===== src/rtl/pim_pkg.sv =====
// Shared types and helpers for the PIM partial-sum path.
package pim_pkg;

  typedef enum logic [1:0] {
    StIdle,
    StSweep,
    StFlush,
    StDrain
  } pim_state_e;

  // Number of crossbar columns addressed by a DEPTH-bit column address.
  function automatic int unsigned num_cols(int unsigned depth);
    return 32'd1 << depth;
  endfunction

  // Unsigned add clamped to 2^width-1; shared with the requant stage.
  function automatic logic [31:0] sat_add(logic [31:0] a, logic [31:0] b, int unsigned width);
    logic [32:0] sum;
    logic [32:0] max;
    sum = {1'b0, a} + {1'b0, b};
    max = (33'd1 << width) - 33'd1;
    return (sum > max) ? max[31:0] : sum[31:0];
  endfunction

endpackage


===== src/rtl/pim_psum_collector_if.sv =====
// Handshake bundle between the collector, the tile source, the PIM macro and the drain sink.
interface pim_psum_collector_if #(
  parameter int unsigned DEPTH = 5,
  parameter int unsigned ADC_P = 6,
  parameter int unsigned ACC_W = 12
);
  logic             start;
  logic             busy;
  logic             in_valid;
  logic             in_ready;
  logic             pim_en;
  logic [DEPTH-1:0] pim_addr;
  logic [ADC_P-1:0] pim_out;
  logic             out_valid;
  logic             out_ready;
  logic [ACC_W-1:0] out_data;
  logic [DEPTH-1:0] out_col;
  logic             out_last;

  modport master (
    input  start, in_valid, pim_out, out_ready,
    output busy, in_ready, pim_en, pim_addr, out_valid, out_data, out_col, out_last
  );

  modport slave (
    output start, in_valid, pim_out, out_ready,
    input  busy, in_ready, pim_en, pim_addr, out_valid, out_data, out_col, out_last
  );
endinterface


===== src/rtl/pim_lat_pipe.sv =====
// LAT-deep shift pipe tracking {issued, col, first_tile} alongside the macro latency.
module pim_lat_pipe #(
  parameter int unsigned DEPTH = 5,
  parameter int unsigned LAT   = 1
) (
  input  logic             clk,
  input  logic             rst,
  input  logic             issue_valid,
  input  logic [DEPTH-1:0] issue_col,
  input  logic             issue_first,
  output logic             cap_valid,
  output logic [DEPTH-1:0] cap_col,
  output logic             cap_first,
  output logic             settled
);
  typedef struct packed {
    logic             valid;
    logic [DEPTH-1:0] col;
    logic             first;
  } entry_t;

  entry_t stage_q [LAT];

  // Shift one entry per cycle; stage LAT-1 lines up with pim_out.
  always_ff @(posedge clk or posedge rst) begin
    if (rst) begin
      for (int i = 0; i < int'(LAT); i++) stage_q[i] <= '0;
    end else begin
      stage_q[0] <= '{valid: issue_valid, col: issue_col, first: issue_first};
      for (int i = 1; i < int'(LAT); i++) stage_q[i] <= stage_q[i-1];
    end
  end

  // Settled once nothing issued remains ahead of the output stage: the output
  // stage is captured this cycle, so the array is final from the next cycle on.
  always_comb begin
    settled = 1'b1;
    for (int i = 0; i < int'(LAT) - 1; i++) begin
      if (stage_q[i].valid) settled = 1'b0;
    end
  end

  assign cap_valid = stage_q[LAT-1].valid;
  assign cap_col   = stage_q[LAT-1].col;
  assign cap_first = stage_q[LAT-1].first;
endmodule


===== src/rtl/pim_psum_collector.sv =====
// Sweeps macro columns per tile, accumulates per-column sums over tiles, drains them as a stream.
module pim_psum_collector
  import pim_pkg::*;
#(
  parameter int unsigned DEPTH     = 5,
  parameter int unsigned ADC_P     = 6,
  parameter int unsigned ACC_W     = 12,
  parameter int unsigned NUM_TILES = 4,
  parameter int unsigned PIM_LAT   = 1
) (
  input logic                 clk,
  input logic                 rst,
  pim_psum_collector_if.master bus
);
  localparam int unsigned     NUM_COLS = num_cols(DEPTH);
  localparam int unsigned     TILE_W   = (NUM_TILES > 1) ? $clog2(NUM_TILES) : 1;
  localparam logic [DEPTH-1:0] LastCol = DEPTH'(NUM_COLS - 1);
  localparam logic [TILE_W-1:0] LastTile = TILE_W'(NUM_TILES - 1);

  pim_state_e        state_q, state_d;
  logic [DEPTH-1:0]  col_q, col_d;
  logic [TILE_W-1:0] tile_q, tile_d;
  logic [ACC_W-1:0]  acc_q [NUM_COLS];

  logic              issue;
  logic              cap_valid;
  logic [DEPTH-1:0]  cap_col;
  logic              cap_first;
  logic              settled;

  pim_lat_pipe #(
    .DEPTH (DEPTH),
    .LAT   (PIM_LAT)
  ) u_lat_pipe (
    .clk         (clk),
    .rst         (rst),
    .issue_valid (issue),
    .issue_col   (col_q),
    .issue_first (tile_q == '0),
    .cap_valid   (cap_valid),
    .cap_col     (cap_col),
    .cap_first   (cap_first),
    .settled     (settled)
  );

  // Control state: FSM, column and tile counters.
  always_ff @(posedge clk or posedge rst) begin
    if (rst) begin
      state_q <= StIdle;
      col_q   <= '0;
      tile_q  <= '0;
    end else begin
      state_q <= state_d;
      col_q   <= col_d;
      tile_q  <= tile_d;
    end
  end

  // Accumulator file; first tile overwrites so stale contents never leak into a new job.
  always_ff @(posedge clk) begin
    if (cap_valid) begin
      if (cap_first) begin
        acc_q[cap_col] <= ACC_W'(bus.pim_out);
      end else begin
        acc_q[cap_col] <= ACC_W'(sat_add(32'(acc_q[cap_col]), 32'(bus.pim_out), ACC_W));
      end
    end
  end

  // Next-state and output decode.
  always_comb begin
    state_d       = state_q;
    col_d         = col_q;
    tile_d        = tile_q;
    issue         = 1'b0;
    bus.busy      = (state_q != StIdle);
    bus.in_ready  = 1'b0;
    bus.pim_en    = 1'b0;
    bus.pim_addr  = '0;
    bus.out_valid = 1'b0;
    bus.out_data  = '0;
    bus.out_col   = '0;
    bus.out_last  = 1'b0;
    unique case (state_q)
      StIdle: begin
        if (bus.start) begin
          state_d = StSweep;
          col_d   = '0;
          tile_d  = '0;
        end
      end
      StSweep: begin
        bus.pim_addr = col_q;
        if (bus.in_valid) begin
          issue      = 1'b1;
          bus.pim_en = 1'b1;
          col_d      = col_q + DEPTH'(1);
          if (col_q == LastCol) begin
            bus.in_ready = 1'b1;
            col_d        = '0;
            if (tile_q != LastTile) tile_d = tile_q + TILE_W'(1);
            else                    state_d = StFlush;
          end
        end
      end
      StFlush: begin
        if (settled) begin
          state_d = StDrain;
          col_d   = '0;
        end
      end
      StDrain: begin
        bus.out_valid = 1'b1;
        bus.out_data  = acc_q[col_q];
        bus.out_col   = col_q;
        bus.out_last  = (col_q == LastCol);
        if (bus.out_ready) begin
          col_d = col_q + DEPTH'(1);
          if (col_q == LastCol) begin
            state_d = StIdle;
            col_d   = '0;
          end
        end
      end
      default: state_d = StIdle;
    endcase
  end
endmodule


===== src/flat_wrapper.sv =====
// flat-port wrapper written by rule: the top's interface ports become plain ports
module pim_psum_collector_flat import pim_pkg::*;
#(
  parameter int unsigned DEPTH     = 5,
  parameter int unsigned ADC_P     = 6,
  parameter int unsigned ACC_W     = 12,
  parameter int unsigned NUM_TILES = 4,
  parameter int unsigned PIM_LAT   = 1
)
  (clk, rst, bus_start, bus_in_valid, bus_pim_out, bus_out_ready, bus_busy, bus_in_ready, bus_pim_en, bus_pim_addr, bus_out_valid, bus_out_data, bus_out_col, bus_out_last);
  pim_psum_collector_if #(.DEPTH(DEPTH), .ADC_P(ADC_P), .ACC_W(ACC_W)) bus_i ();
  input logic clk;
  input logic rst;
  input wire logic [$bits(bus_i.start)-1:0] bus_start;
  input wire logic [$bits(bus_i.in_valid)-1:0] bus_in_valid;
  input wire logic [$bits(bus_i.pim_out)-1:0] bus_pim_out;
  input wire logic [$bits(bus_i.out_ready)-1:0] bus_out_ready;
  output wire logic [$bits(bus_i.busy)-1:0] bus_busy;
  output wire logic [$bits(bus_i.in_ready)-1:0] bus_in_ready;
  output wire logic [$bits(bus_i.pim_en)-1:0] bus_pim_en;
  output wire logic [$bits(bus_i.pim_addr)-1:0] bus_pim_addr;
  output wire logic [$bits(bus_i.out_valid)-1:0] bus_out_valid;
  output wire logic [$bits(bus_i.out_data)-1:0] bus_out_data;
  output wire logic [$bits(bus_i.out_col)-1:0] bus_out_col;
  output wire logic [$bits(bus_i.out_last)-1:0] bus_out_last;
  assign bus_i.start = bus_start;
  assign bus_i.in_valid = bus_in_valid;
  assign bus_i.pim_out = bus_pim_out;
  assign bus_i.out_ready = bus_out_ready;
  assign bus_busy = bus_i.busy;
  assign bus_in_ready = bus_i.in_ready;
  assign bus_pim_en = bus_i.pim_en;
  assign bus_pim_addr = bus_i.pim_addr;
  assign bus_out_valid = bus_i.out_valid;
  assign bus_out_data = bus_i.out_data;
  assign bus_out_col = bus_i.out_col;
  assign bus_out_last = bus_i.out_last;
  pim_psum_collector #(.DEPTH(DEPTH), .ADC_P(ADC_P), .ACC_W(ACC_W), .NUM_TILES(NUM_TILES), .PIM_LAT(PIM_LAT)) u_core (.clk(clk), .rst(rst), .bus(bus_i));
endmodule

===== config.mk =====
export PLATFORM = sky130hd
export DESIGN_NAME = pim_psum_collector_flat
export DESIGN_NICKNAME = d
export VERILOG_FILES = /design/src/rtl/pim_pkg.sv /design/src/rtl/pim_psum_collector_if.sv /design/src/rtl/pim_lat_pipe.sv /design/src/rtl/pim_psum_collector.sv /design/src/flat_wrapper.sv
export SDC_FILE = /design/constraint.sdc
export NUM_CORES = 1
export LEC_CHECK = 0
export CAP_MARGIN = 0
export CORE_MARGIN = 2
export CORE_UTILIZATION = 25
export CTS_CLUSTER_DIAMETER = 200
export DETAILED_ROUTE_END_ITERATION = 10
export PLACE_DENSITY_LB_ADDON = 0.1
export SYNTH_ARGS = -nofsm -noshare
export SYNTH_HDL_FRONTEND = slang
export SYNTH_SLANG_ARGS = --single-unit

===== constraint.sdc =====
create_clock -name clk -period 11.2 [get_ports clk]
set_input_delay 3.36 -clock clk [delete_from_list [all_inputs] [get_ports clk]]
set_output_delay 3.36 -clock clk [all_outputs]
set_load 0.005 [all_outputs]

==> impl_metrics.ini <==
[outcome]
status = completed

[placement]
dp_hpwl_um = 39600
gp_congestion = 0.776
dpl_worst_slack_ns = 3.28
io_buffers = 37
dpl_cell_area_mm2 = 0.0209
dp_cells = 2038

[drt]
wl_um = 62300
drc_errors = 0
num_vias = 10700
via_per_inst = 5.06
drt_first_pass_iters = 5
wl_per_cell_um = 29.4
dr.first_iter.drc_count = 876
ant_nets = 0

[synth]
synth_ff_type = edfxtp_1
yosysWarnings = 0
synth_seq_cells = 400
synth_edf_count = 384
avgSynthCellArea_um2 = 18.4
async_flop_share = 0.0400
yosysSeqAreaShare = 0.624
synth_cells = 1040
syn_nets = 1066
synthDistinctLibCells = 59
syn_area_mm2 = 0.0191

[power_and_ir_drop]
power.total_mw = 4.65
power_density_mw_per_mm2 = 208
power_frac_comb = 0.297
internal_power_mw = 3.20
p_sw_mw = 1.44
power_leakage_nw = 6.67
peakVddDrop_v = 0.000131
swShare = 0.311
p_clk_frac = 0.317
p_seq_frac = 0.386

[grt]
grt_start_max_net_pins = 93
overflow = 0
antenna_found_initial = 0
grt_pass1_wl_um = 88100
track_usage = 0.160
grt_pass1_vias = 11000

[clock_tree]
htreeDepth = 2
ctsLongestPathBuffers = 3
clkSinkCount = 400
ctsHoldBuffers = 0
root_buffer = clkbuf_16
path_clk_slew_ns = 0.05
cts_setup_buffers = 0
cts_buffers = 47
clk_latency_ns = 0.58
ctsResizeCount = 0
cts_tree = yes

[worst_setup_path]
critPathKind = input pin to output pin
reg2reg_slack_ns = 5.29
cp_max_fo = 3
crit_path_top_delay_cell = clkdlybuf4s50_1
critPathCaptureType = output pin
cpPeakStageDelay_ns = 0.50
critPathBufInv = 2
cpMostUsedCell = clkdlybuf4s50_1
arrival_ns = 4.56
start_kind = input pin
cpLargestDelayFamily = buffers and inverters
critPathRequiredTime_ns = 7.84
crit_chain = clkdlybuf4s50_1 -> and3_1 -> clkdlybuf4s50_1

[timing]
max_slew_margin = 0.293
clock_skew_ns = 0.0226
finalCritPeriodShare = 0.707
worst_slack_ns = 3.28
tns_ns = 0
whs_ns = 0.588
tightest_slew_ns = 1.06
period_minus_slack_ns = 7.92
fmax_ghz = 0.126
rsz0062_at_grt = no
finalHoldViolations = 0
maxSlewViolCount = 0
setup_viol = 0

[finish]
finish.instance_area_mm2 = 0.0223
syn2layout_area_growth_pct = 16.8
fillers = 7425
diodes = 0
fin_util = 0.295
final_cells = 2121
seq_area_mm2 = 0.0119
nNetsFinal = 1135
multi_input_area_mm2 = 0.00690
drive_gt1_frac = 0.282

[flow_run]
cap_violations = 0

[floorplanning]
die_area_mm2 = 0.0787
pin_count = 38
fp.dieW_um = 281
die_h_um = 281
initial_core_util = 0.252
core_area_mm2 = 0.0758
floorplan.rows = 101

[hold_path]
hold_class = flip-flop to flip-flop
[cells by family after synthesis]
| family | after synthesis | synth area share |
|---|---|---|
| compound gates | 110 | 0.0381 |
| mux | 273 | 0.258 |
| buf+inv | 81 | 0.0198 |
| xor+xnor | 5 | 0.00229 |
| fa+ha+maj | 15 | 0.0102 |
| flops | 400 | 0.624 |
| simple gates | 156 | 0.0478 |
[worst paths after layout]
kind / startpoint / end / cells past startpoint
worst min register to register: u_core.tile_q[1]$_DFFE_PP0P_ / u_core.tile_q[1]$_DFFE_PP0P_ / 2
worst max-delay path: bus_in_valid / bus_in_ready / 3
min in group asynchronous: rst / u_core.col_q[1]$_DFFE_PP0P_ / 2
max in group asynchronous: rst / u_core.u_lat_pipe.cap_col[0]$_DFF_PP0_ / 2
worst min-delay path: u_core.tile_q[1]$_DFFE_PP0P_ / u_core.tile_q[1]$_DFFE_PP0P_ / 2
worst max register to register: u_core.u_lat_pipe.cap_col[0]$_DFF_PP0_ / u_core.acc_q[0][4]$_DFFE_PP_ / 14
[layout make-up]
cell class,count,area share
multi-input combinational,559,0.309
clock inverter,17,0.00795
sequential,400,0.535
tap,978,0.0548
inverter,10,0.00168
timing repair buffer,91,0.0358
clock buffer,66,0.0563
[power by group through the flow]
stage,Clock [mW],Combinational (mW),Sequential [mW]
3_5_place_dp,0,1.40,1.83
4_1_cts,1.52,1.40,1.80
3_3_place_gp,0,1.40,1.83
5_1_grt,1.58,1.48,1.80
2_1_floorplan,0,1.01,1.74
6_report,1.47,1.38,1.79
[registers in the layout (all words and copies together) (netlist names)]
signal	flops
u_core.state_q	2
u_core.u_lat_pipe.cap_col	5
u_core.u_lat_pipe.cap_first	1
u_core.acc_q	384
u_core.tile_q	2
u_core.u_lat_pipe.cap_valid	1
u_core.col_q	5
[synthesized netlist by cell type, types with 4 or more instances]
| cell type | number | area [µm²] |
|---|---|---|
| buf_2 | 24 | 120 |
| nand4_1 | 6 | 37.5 |
| a32oi_1 | 11 | 96.3 |
| mux4_2 | 176 | 3960 |
| nor2_1 | 49 | 184 |
| nand4b_1 | 4 | 35.0 |
| nand3_1 | 6 | 30.0 |
| and3_1 | 5 | 31.3 |
| ha_1 | 14 | 175 |
| nor4_1 | 10 | 62.6 |
| edfxtp_1 | 384 | 11500 |
| dfrtp_1 | 16 | 400 |
| and2_1 | 12 | 75.1 |
| buf_4 | 6 | 45.0 |
| o22ai_1 | 39 | 244 |
| a21o_1 | 4 | 30.0 |
| mux2i_1 | 96 | 961 |
| inv_1 | 10 | 37.5 |
| a22oi_1 | 14 | 105 |
| o21ai_0 | 16 | 80.1 |
| buf_1 | 11 | 41.3 |
| nor2b_1 | 15 | 93.8 |
| clkbuf_1 | 27 | 101 |
| nand2_1 | 15 | 56.3 |
| a31oi_1 | 5 | 31.3 |
| a21oi_1 | 11 | 55.1 |
[cell usage in the layout (no fill, tap or decap), types with 4 or more instances in the layout]
| cell | instances |
|---|---|
| a21o_1 | 4 |
| a21oi_1 | 7 |
| a21oi_2 | 4 |
| a22oi_1 | 14 |
| a32oi_1 | 11 |
| and2_1 | 12 |
| and3_1 | 5 |
| buf_4 | 52 |
| bufinv_16 | 4 |
| clkbuf_1 | 18 |
| clkbuf_16 | 47 |
| clkdlybuf4s50_1 | 37 |
| clkinv_1 | 9 |
| dfrtp_1 | 10 |
| dfrtp_4 | 4 |
| edfxtp_1 | 384 |
| ha_1 | 14 |
| inv_1 | 10 |
| mux2i_1 | 94 |
| mux4_2 | 176 |
| nand2_1 | 15 |
| nand3_1 | 6 |
| nand4_1 | 6 |
| nand4b_1 | 4 |
| nor2_1 | 47 |
| nor2b_1 | 15 |
| nor4_1 | 10 |
| o21ai_0 | 16 |
| o22ai_1 | 39 |
[worst register-to-register path: stages (launching register included)]
cell and delay [ns]:
dfrtp_4 0.62, buf_4 0.55, buf_4 0.63, mux4_2 0.64, a22oi_1 0.38, o2111ai_1 0.20, ha_1 0.26, fa_1 0.45
a21o_1 0.19, a21oi_1 0.23, o21ai_0 0.29, and3_4 0.27, nand3b_4 0.20, a31oi_2 0.38, buf_4 0.34
[routing by layer]
| layer | part of all wire | global-route usage |
|---|---|---|
| met5 | 0 | 0 |
| met4 | 0.019 | 0.0362 |
| met1 | 0.47 | 0.228 |
| met2 | 0.47 | 0.255 |
| met3 | 0.048 | 0.0281 |
Power figures use the tool's default switching activity.
